## src/rtl/mem_bank_arbiter.sv

```systemverilog
// Round-robin arbiter sharing one single-port SRAM bank, with power-gate sequencing.
// Define MEM_BANK_ARB_FIXED_PRIO_EN for fixed priority (lowest port index wins).
module mem_bank_arbiter #(
  parameter int NumPorts  = 2,
  parameter int NumWords  = 1024,
  parameter int AddrWidth = $clog2(NumWords)
) (
  input  logic                          clk_i,
  input  logic                          rst_ni,
  input  logic [NumPorts-1:0]           req_i,
  input  logic [NumPorts-1:0]           we_i,
  input  logic [NumPorts*AddrWidth-1:0] addr_i,
  input  logic [NumPorts*32-1:0]        wdata_i,
  input  logic [NumPorts*4-1:0]         be_i,
  output logic [NumPorts-1:0]           gnt_o,
  output logic [NumPorts-1:0]           rvalid_o,
  output logic [31:0]                   rdata_o,
  output logic                          mem_req_o,
  output logic                          mem_we_o,
  output logic [AddrWidth-1:0]          mem_addr_o,
  output logic [31:0]                   mem_wdata_o,
  output logic [3:0]                    mem_be_o,
  input  logic [31:0]                   mem_rdata_i,
  input  logic                          sleep_req_i,
  output logic                          sleep_ack_o,
  output logic                          mem_pwrgate_no,
  input  logic                          mem_pwrgate_ack_ni
);

  typedef enum logic [2:0] {
    ACTIVE,
    DRAIN,
    GATING,
    OFF,
    WAKING
  } state_e;

  localparam int PtrW = (NumPorts > 1) ? $clog2(NumPorts) : 1;

  state_e              state_q, state_d;
  logic [NumPorts-1:0] gnt;
  logic [NumPorts-1:0] rvalid_q, rvalid_d;
  logic [PtrW-1:0]     win;
  logic                grant_en;
  logic                any_gnt;

  // A rising sleep request blocks the grant in the same cycle.
  assign grant_en = rst_ni && (state_q == ACTIVE) && !sleep_req_i;

`ifdef MEM_BANK_ARB_FIXED_PRIO_EN
  always_comb begin
    win = '0;
    for (int i = NumPorts - 1; i >= 0; i--) begin
      if (req_i[i]) win = PtrW'(i);
    end
  end
`else
  logic [PtrW-1:0]     ptr_q, ptr_d;
  logic [NumPorts-1:0] hi_req;

  // Lowest requester at/above the pointer, else lowest overall (wrap).
  always_comb begin
    hi_req = '0;
    for (int i = 0; i < NumPorts; i++) begin
      hi_req[i] = req_i[i] && (PtrW'(i) >= ptr_q);
    end
    win = '0;
    for (int i = NumPorts - 1; i >= 0; i--) begin
      if (hi_req[i] || (hi_req == '0 && req_i[i])) win = PtrW'(i);
    end
  end

  always_comb begin
    ptr_d = ptr_q;
    if (any_gnt) begin
      ptr_d = (win == PtrW'(NumPorts - 1)) ? '0 : win + 1'b1;
    end
  end

  always_ff @(posedge clk_i or negedge rst_ni) begin
    if (!rst_ni) begin
      ptr_q <= '0;
    end else begin
      ptr_q <= ptr_d;
    end
  end
`endif

  always_comb begin
    gnt = '0;
    if (grant_en && (|req_i)) gnt[win] = 1'b1;
  end

  assign any_gnt = |gnt;

  always_comb begin
    mem_we_o    = 1'b0;
    mem_addr_o  = '0;
    mem_wdata_o = '0;
    mem_be_o    = '0;
    for (int i = 0; i < NumPorts; i++) begin
      if (gnt[i]) begin
        mem_we_o    = we_i[i];
        mem_addr_o  = addr_i[i*AddrWidth +: AddrWidth];
        mem_wdata_o = wdata_i[i*32 +: 32];
        mem_be_o    = be_i[i*4 +: 4];
      end
    end
  end

  assign rvalid_d = gnt;

  always_comb begin
    state_d = state_q;
    unique case (state_q)
      ACTIVE: begin
        if (sleep_req_i) state_d = DRAIN;
      end
      DRAIN: begin
        if (!sleep_req_i) begin
          state_d = ACTIVE;
        end else if (rvalid_q == '0) begin
          state_d = GATING;
        end
      end
      GATING: begin
        if (!mem_pwrgate_ack_ni) state_d = OFF;
      end
      OFF: begin
        if (!sleep_req_i) state_d = WAKING;
      end
      WAKING: begin
        if (mem_pwrgate_ack_ni) state_d = ACTIVE;
      end
      default: state_d = ACTIVE;
    endcase
  end

  always_ff @(posedge clk_i or negedge rst_ni) begin
    if (!rst_ni) begin
      state_q  <= ACTIVE;
      rvalid_q <= '0;
    end else begin
      state_q  <= state_d;
      rvalid_q <= rvalid_d;
    end
  end

  assign gnt_o          = gnt;
  assign mem_req_o      = any_gnt;
  assign rvalid_o       = rvalid_q;
  assign rdata_o        = mem_rdata_i;
  assign sleep_ack_o    = (state_q == OFF);
  assign mem_pwrgate_no = !((state_q == GATING) || (state_q == OFF));

`ifndef SYNTHESIS
  a_gnt_onehot0: assert property (
    @(posedge clk_i) disable iff (!rst_ni) $onehot0(gnt_o));
  a_gnt_active: assert property (
    @(posedge clk_i) disable iff (!rst_ni) (|gnt_o) |-> (state_q == ACTIVE));
  a_req_ungated: assert property (
    @(posedge clk_i) disable iff (!rst_ni) mem_req_o |-> mem_pwrgate_ack_ni);
`endif

endmodule

```

## config.mk

```make
export PLATFORM = sky130hd
export DESIGN_NAME = mem_bank_arbiter
export DESIGN_NICKNAME = d
export VERILOG_FILES = /design/src/rtl/mem_bank_arbiter.sv
export SDC_FILE = /design/constraint.sdc
export NUM_CORES = 1
export LEC_CHECK = 0
export ABC_AREA = 0
export BUFFER_PORTS_ARGS = -buffer_cell sky130_fd_sc_hd__buf_4
export CELL_PAD_IN_SITES_DETAIL_PLACEMENT = 1
export CELL_PAD_IN_SITES_GLOBAL_PLACEMENT = 1
export CORE_MARGIN = 2
export CORE_UTILIZATION = 20
export CTS_CLUSTER_DIAMETER = 60
export CTS_CLUSTER_SIZE = 20
export DETAILED_ROUTE_END_ITERATION = 10
export PLACE_DENSITY = 0.9
export RECOVER_POWER = 50
export SETUP_SLACK_MARGIN = 0.5
export SLEW_MARGIN = 20
export SYNTH_ARGS = -nofsm -noshare
export SYNTH_HDL_FRONTEND = slang
export SYNTH_SLANG_ARGS = --single-unit
```

## constraint.sdc

```tcl
create_clock -name clk_i -period 1.35 [get_ports clk_i]
set_input_delay 0 -clock clk_i [delete_from_list [all_inputs] [get_ports clk_i]]
set_output_delay 0 -clock clk_i [all_outputs]
set_load 0.02 [all_outputs]
```

==> impl_results.md, run 1 <==
* Largest net degree at the start of global routing at 55
* Final GP Congestion at 0.769
* Drt first-iter violations at 37
* Buffers & Inverters on Critical Path at 2
* Top cells by area, synth: a21o_1 19%, buf_4 13%, nand3_1 13%
* Worst flop-to-flop path startpoint: ptr_q
* Placed wire-length estimate at 5840 µm
* Vias in the first global route at 2554
* Global-route wire length before repair at 12200 µm
* Met2 Use GR at 27.7%
* CTS Buf Count at 3
* EDFF count, synth at 0
* Die height at 99.1 µm
* PwrDens at 937 nW/µm²
* Fillers at 1016
* Area leader, netlist: a21o_1
* Hold Vio Cnt, Final at 0
* Setup WS post-layout at -206 ps
* CP required at 1350 ps
* Min-delay src: mem_rdata_i[24]
* Synth Area in Simple Gates at 17.8%
* Largest family of logic cells by synthesized area: compound AO/OA/AOI/OAI gates
* Mapped Area at 1810 µm²
* Total global-route track usage at 14.6%
* Core area at 8760 µm²
* Setup TNS at -8440 ps
* CP endpoint kind: output port
* Met1 Track Usage GR at 17.3%
* Slew @ Worst Pin at 337 ps
* Worst setup startpoint: ptr_q
* CP max stage delay at 390 ps
* Setup Skew at 0.165 ps
* Wirelength per Cell at 17.6 µm
* Outcome: complete, but fails checks
* Drt first pass iters at 4
* Largest delay share family, worst path: flip-flops
* PortBufs at 153
* Synth top area share at 19.5%
* Flop and latch count out of synthesis at 6
* Top_reg_cell synth: dfrtp_1
* Num rows at 34
* Cells after synthesis at 287
* Vias at 2621
* Leak pwr at 1.63 nW
* R2R depth at 5
* Met3 Use GR at 2.53%
* Die area at 9830 µm²
* Remaining antenna violation count at 0
* CP arrival at 1560 ps
* Average size of a mapped cell at 6.31 µm²
* Fin area at 3750 µm²
* Commonest non-fill, non-tap cell in the layout: buf_4
* Layout cell share with drive strength beyond 1 at 62.5%
* TritonCTS clock tree: yes
* Detailed-route DRC error count at 0
* CTS Buffer Depth at 2
* Cell breakdown of the critical path: nand2b_4 > clkbuf_16 > a21o_1 > a21oi_4 > buf_6
* CP max FO at 12
* Die width at 99.1 µm
* Slew HR at 77.5%
* Synth cell types at 25
* Yosys warning count at 0
* Min Clock Period, post-route at 1560 ps
* Dpl cells at 492
* Total gr overflow at 0
* Placed Area at 3300 µm²
* Final layout net count at 539
* Vias per cell at 5.11
* Root Driver: clkbuf_8
* Final Cycle Share at 115%
* Critical Path Source Type: register
* Async SR Flop Fraction at 100%
* Syn Nets at 419
* Finished Core Util at 42.8%
* Multi-input logic area at 1730 µm²
* Antenna diodes at 0
* Worst path depth at 5
* Final Max Slew Viols at 0
* Clock transition at the registers of the reported paths at 40 ps
* Max cap viols at 0
* CTS sink cnt at 6
* Non-filler cells, final at 513
* Mux contribution to synthesized area at 0%
* Latest clock arrival within the worst-skew pair at 230 ps
* Seq/Total Area, Yosys at 8.29%
* R2r setup slk at 0 ps
* Crit path to: mem_wdata_o[15]
* Post-synthesis xor/xnor area fraction at 0%
* Adder-cell share of the synthesized area at 0%
* Worst vdd ir at 785 µV
* Power, Total at 3.51 mW
* Failing checks: setup timing
* P&R area growth vs syn at 107%
* Max Fclk at 0.643 GHz
* Io pins at 218
* Compound-Gate Fraction of Synth Area at 50.2%
* FF/Latch Area at 150 µm²
* Critical path type: register to output port
* Most frequent cells in the layout: 133 x buf_4, 47 x o21ai_0, 47 x a21o_1
* Htree depth at 1
* RR Endpoint: rvalid_o[0]
* RSZ-0062 raised after global routing: true
* Pre-CTS WS at 3.85 ps
* Hold slack at 0.00777 ps
* HP Class: input pin to output port
* Final setup violation count at 51
* Slowest-stage cell, CP: dfrtp_1
* Top Usage Layer GRT: met2
* Initial antenna violation count at 0
* Drt total wl at 9000 µm
* Initial Util at 20.7%
## worst register-to-register path, delay by kind of cell (launching register included)
kind          cells  cell delay [ps]
buf+inv           2              340
flops             1              390
simple gates      3              570
## cell type report
cell class | instances | share of cell area [%]
inverter | 3 | 0.300
clock buffer | 3 | 1.10
timing repair buffer | 183 | 45.0
sequential | 6 | 4.00
tap | 108 | 3.60
multi-input combinational | 210 | 46.0
## where the power goes
part / internal, mW / switching (mW) / leakage [nW]
Sequential: 0.242 / 0.0666 / 0.0766
Clock: 0.193 / 0.0913 / 0.0216
Combinational: 1.44 / 1.48 / 1.54
## cells in the mapped netlist (all sizes together) (2+ instances only)
master  count
nand3      47
clkbuf     15
buf        54
nand2b      2
a21o       47
dfrtp       6
nand2       2
nor2        6
o21ai      47
nor2b       2
inv         3
a21oi      48
## routing by layer
layer  vias to the layer above  share of wire, %
met5                         -                 0
met1                      1261                39
met4                         0               1.0
li1                       1238                 -
met3                        12               6.9
met2                       110                53
## flip-flops by register name, indices dropped and copies added, names as in the netlist
signal,flops
ptr_q,1
rvalid_o,2
state_q,3
## how the worst min path moves through the flow
stage,to,slack [ps],cells past startpoint
after floorplan,ptr_q,-300,0
after global placement,rvalid_o[1],-190,1
after detailed placement,rvalid_o[1],-180,1
after CTS,rdata_o[6],0.1,0
after global routing,rdata_o[4],0.03,0
final,rdata_o[24],0.008,0
## repair_timing
| item | in CTS | in global routing |
|---|---|---|
| endpoints found under the setup margin | 58 | 58 |
| gates resized for setup | 22 | 26 |
| pin swaps | 18 | 19 |
| hold buffers | 1 | 0 |
| gates cloned | 0 | 9 |
| setup buffers | 3 | 5 |
| endpoints found under the hold margin | 6 | 0 |
## cells by family after synthesis
family / count (synthesis)
AOI/OAI and AO/OA: 147
DFF: 6
buffers and inverters: 72
and+or+nand+nor: 62
No activity file was read; power rests on OpenSTA's default activity.
==> inputs of run 2 (changes only) <==
--- a/config.mk
+++ b/config.mk
@@ -14,7 +14,7 @@
 export CTS_CLUSTER_DIAMETER = 60
 export CTS_CLUSTER_SIZE = 20
 export DETAILED_ROUTE_END_ITERATION = 10
-export PLACE_DENSITY = 0.9
+export PLACE_DENSITY = 0.8
 export RECOVER_POWER = 50
 export SETUP_SLACK_MARGIN = 0.5
 export SLEW_MARGIN = 20
==> run 2 against run 1 <==
The run still ends with setup timing left. Clock skew about the same. Sequential cell count stayed put. Design area is 4.9% lower. Clock-buffer cell count stayed put. Setup slack better by 20 ps. Combinational power decreased by 11%. Sequential share of layout area is 0.24 points higher. Critical endpoint unchanged. Sequential power is 1% lower. First-iteration DRC count grew 73%. Power shrank 10%. Fmax increased by 1.3%. Utilization down 2.1 points. Critical path type unchanged.
==> impl_results.md, run 2 (same netlist as run 1, synthesis figures left out) <==
* CP required at 1350 ps (about the same)
* CP arrival at 1540 ps (-20 ps)
* Most flop-heavy register: state_q
* Leak pwr at 1.56 nW (-4.7%)
* Num rows at 34 (unchanged)
* Vias per cell at 4.95 (-3.1%)
* Slew @ Worst Pin at 399 ps (+61.9 ps)
* RR Endpoint: rvalid_o[0]
* Total gr overflow at 0 (unchanged)
* Crit path to: mem_wdata_o[15]
* Drt first-iter violations at 64 (+73%)
* Final GP Congestion at 0.704 (-8.5%)
* R2R depth at 6 (+1)
* Root Driver: clkbuf_8
* RSZ-0062 raised after global routing: true
* Latest clock arrival within the worst-skew pair at 220 ps (about the same)
* Non-filler cells, final at 507 (-1.2%)
* Max cap viols at 0 (unchanged)
* R2r setup slk at -90 ps (-90 ps)
* CP max FO at 25 (+13)
* Global-route wire length before repair at 12400 µm (+1.7%)
* Htree depth at 1 (unchanged)
* Setup WS post-layout at -186 ps (+20.3 ps)
* Slew HR at 73.3% (-4.1 points)
* Final Max Slew Viols at 0 (unchanged)
* Finished Core Util at 40.7% (-2.1 points)
* TritonCTS clock tree: yes
* Critical path type: register to output port
* Outcome: complete, but fails checks
* CP endpoint kind: output port
* HP Class: input pin to output port
* Fillers at 1070 (+5.3%)
* Drt total wl at 8350 µm (-7.2%)
* Antenna diodes at 0 (unchanged)
* Detailed-route DRC error count at 0 (unchanged)
* Min Clock Period, post-route at 1540 ps (-20.3 ps)
* Largest net degree at the start of global routing at 60 (+9.1%)
* Drt first pass iters at 4 (unchanged)
* CTS sink cnt at 6 (unchanged)
* Die area at 9830 µm² (unchanged)
* Initial Util at 20.7% (unchanged)
* Max reg flops at 3 (unchanged)
* Remaining antenna violation count at 0 (unchanged)
* Total global-route track usage at 14.8% (+0.19 points)
* Wirelength per Cell at 16.5 µm (-6.1%)
* Vias at 2509 (-4.3%)
* CTS Buf Count at 3 (unchanged)
* Worst flop-to-flop path startpoint: state_q[2]
* Final layout net count at 533 (-1.1%)
* PortBufs at 153 (unchanged)
* Most frequent cells in the layout: 149 x buf_4, 47 x o21ai_0, 47 x a21o_1
* Max Fclk at 0.651 GHz (+1.3%)
* Failing checks: setup timing
* Final setup violation count at 51 (unchanged)
* Critical Path Source Type: register
* Final Cycle Share at 114% (-1.5 points)
* Placed wire-length estimate at 5970 µm (+2.1%)
* Multi-input logic area at 1700 µm² (-1.5%)
* CTS Buffer Depth at 2 (unchanged)
* FF/Latch Area at 151 µm² (+0.83%)
* Power, Total at 3.16 mW (-10%)
* Die width at 99.1 µm (unchanged)
* Commonest non-fill, non-tap cell in the layout: buf_4
* P&R area growth vs syn at 97.0%
* Die height at 99.1 µm (unchanged)
* Clock transition at the registers of the reported paths at 40 ps (about the same)
* Dpl cells at 492 (unchanged)
* Layout cell share with drive strength beyond 1 at 61.4% (-1.1 points)
* Io pins at 218 (unchanged)
* Worst setup startpoint: state_q[2]
* Hold Vio Cnt, Final at 0 (unchanged)
* Vias in the first global route at 2531 (-0.90%)
* Core area at 8760 µm² (unchanged)
* PwrDens at 885 nW/µm² (-5.5%)
* Setup Skew at 0.206 ps (+0.0412 ps)
* Worst vdd ir at 712 µV (-9.4%)
* Initial antenna violation count at 0 (unchanged)
-- run 2: worst max-delay path, cell delays in order, from the launching register on --
cell	delay, ps
dfrtp_2	410
nor3_4	260
nand2_4	110
buf_12	200
a21oi_4	140
buf_4	160
-- run 2: where the power goes --
part	total, mW	internal, mW	switching, mW
sequential	0.305	0.244	0.0608
combinational	2.59	1.22	1.37
clock	0.264	0.191	0.0728
total	3.16	1.65	1.50
-- run 2: metrics by stage --
step                      setup slack [ps]  TNS (ps)  instance area [µm²]  hold slack [ps]
after floorplan                       34.5         0                 2320             -296
after global placement                97.9         0                 3290             -187
after detailed placement              1.97         0                 3290             -186
after CTS                             -184     -7350                 3400             -416
after global routing                  -254    -10510                 3570           0.0366
final                                 -186     -7650                 3570          0.00774
-- run 2: final cells by class --
| cell class | instances | share of cell area [%] |
|---|---|---|
| Multi-Input combinational cell | 209 | 47.7 |
| Timing Repair Buffer | 178 | 42.8 |
| Sequential cell | 6 | 4.25 |
| Tap cell | 108 | 3.79 |
| Clock buffer | 3 | 1.16 |
| Inverter | 3 | 0.316 |
-- run 2: worst min path at each step --
stage	end	depth (start not counted)	startpoint
floorplan	ptr_q	0	rst_ni
global placement	rvalid_o[1]	1	rst_ni
detailed placement	rvalid_o[1]	1	rst_ni
CTS	state_q[1]	1	rst_ni
global route	rdata_o[24]	0	mem_rdata_i[24]
finish	rdata_o[7]	0	mem_rdata_i[7]
-- run 2: per-layer routing --
layer	wire, µm	global-route usage, %	vias up	part of all wire (%)
li1	-	-	1221	-
met5	0	0	-	0
met2	4300	28.0	105	51
met4	87	2.11	0	1.0
met1	3350	17.6	1171	40
met3	616	3.02	12	7.4
-- run 2: what timing repair did --
| action | CTS | global route |
|---|---|---|
| gates resized for setup | 13 | 15 |
| cloned | 0 | 3 |
| endpoints found under the hold margin | 6 | 6 |
| endpoints found under the setup margin | 58 | 58 |
| setup buffers | 3 | 5 |
| pin swaps | 1 | 9 |
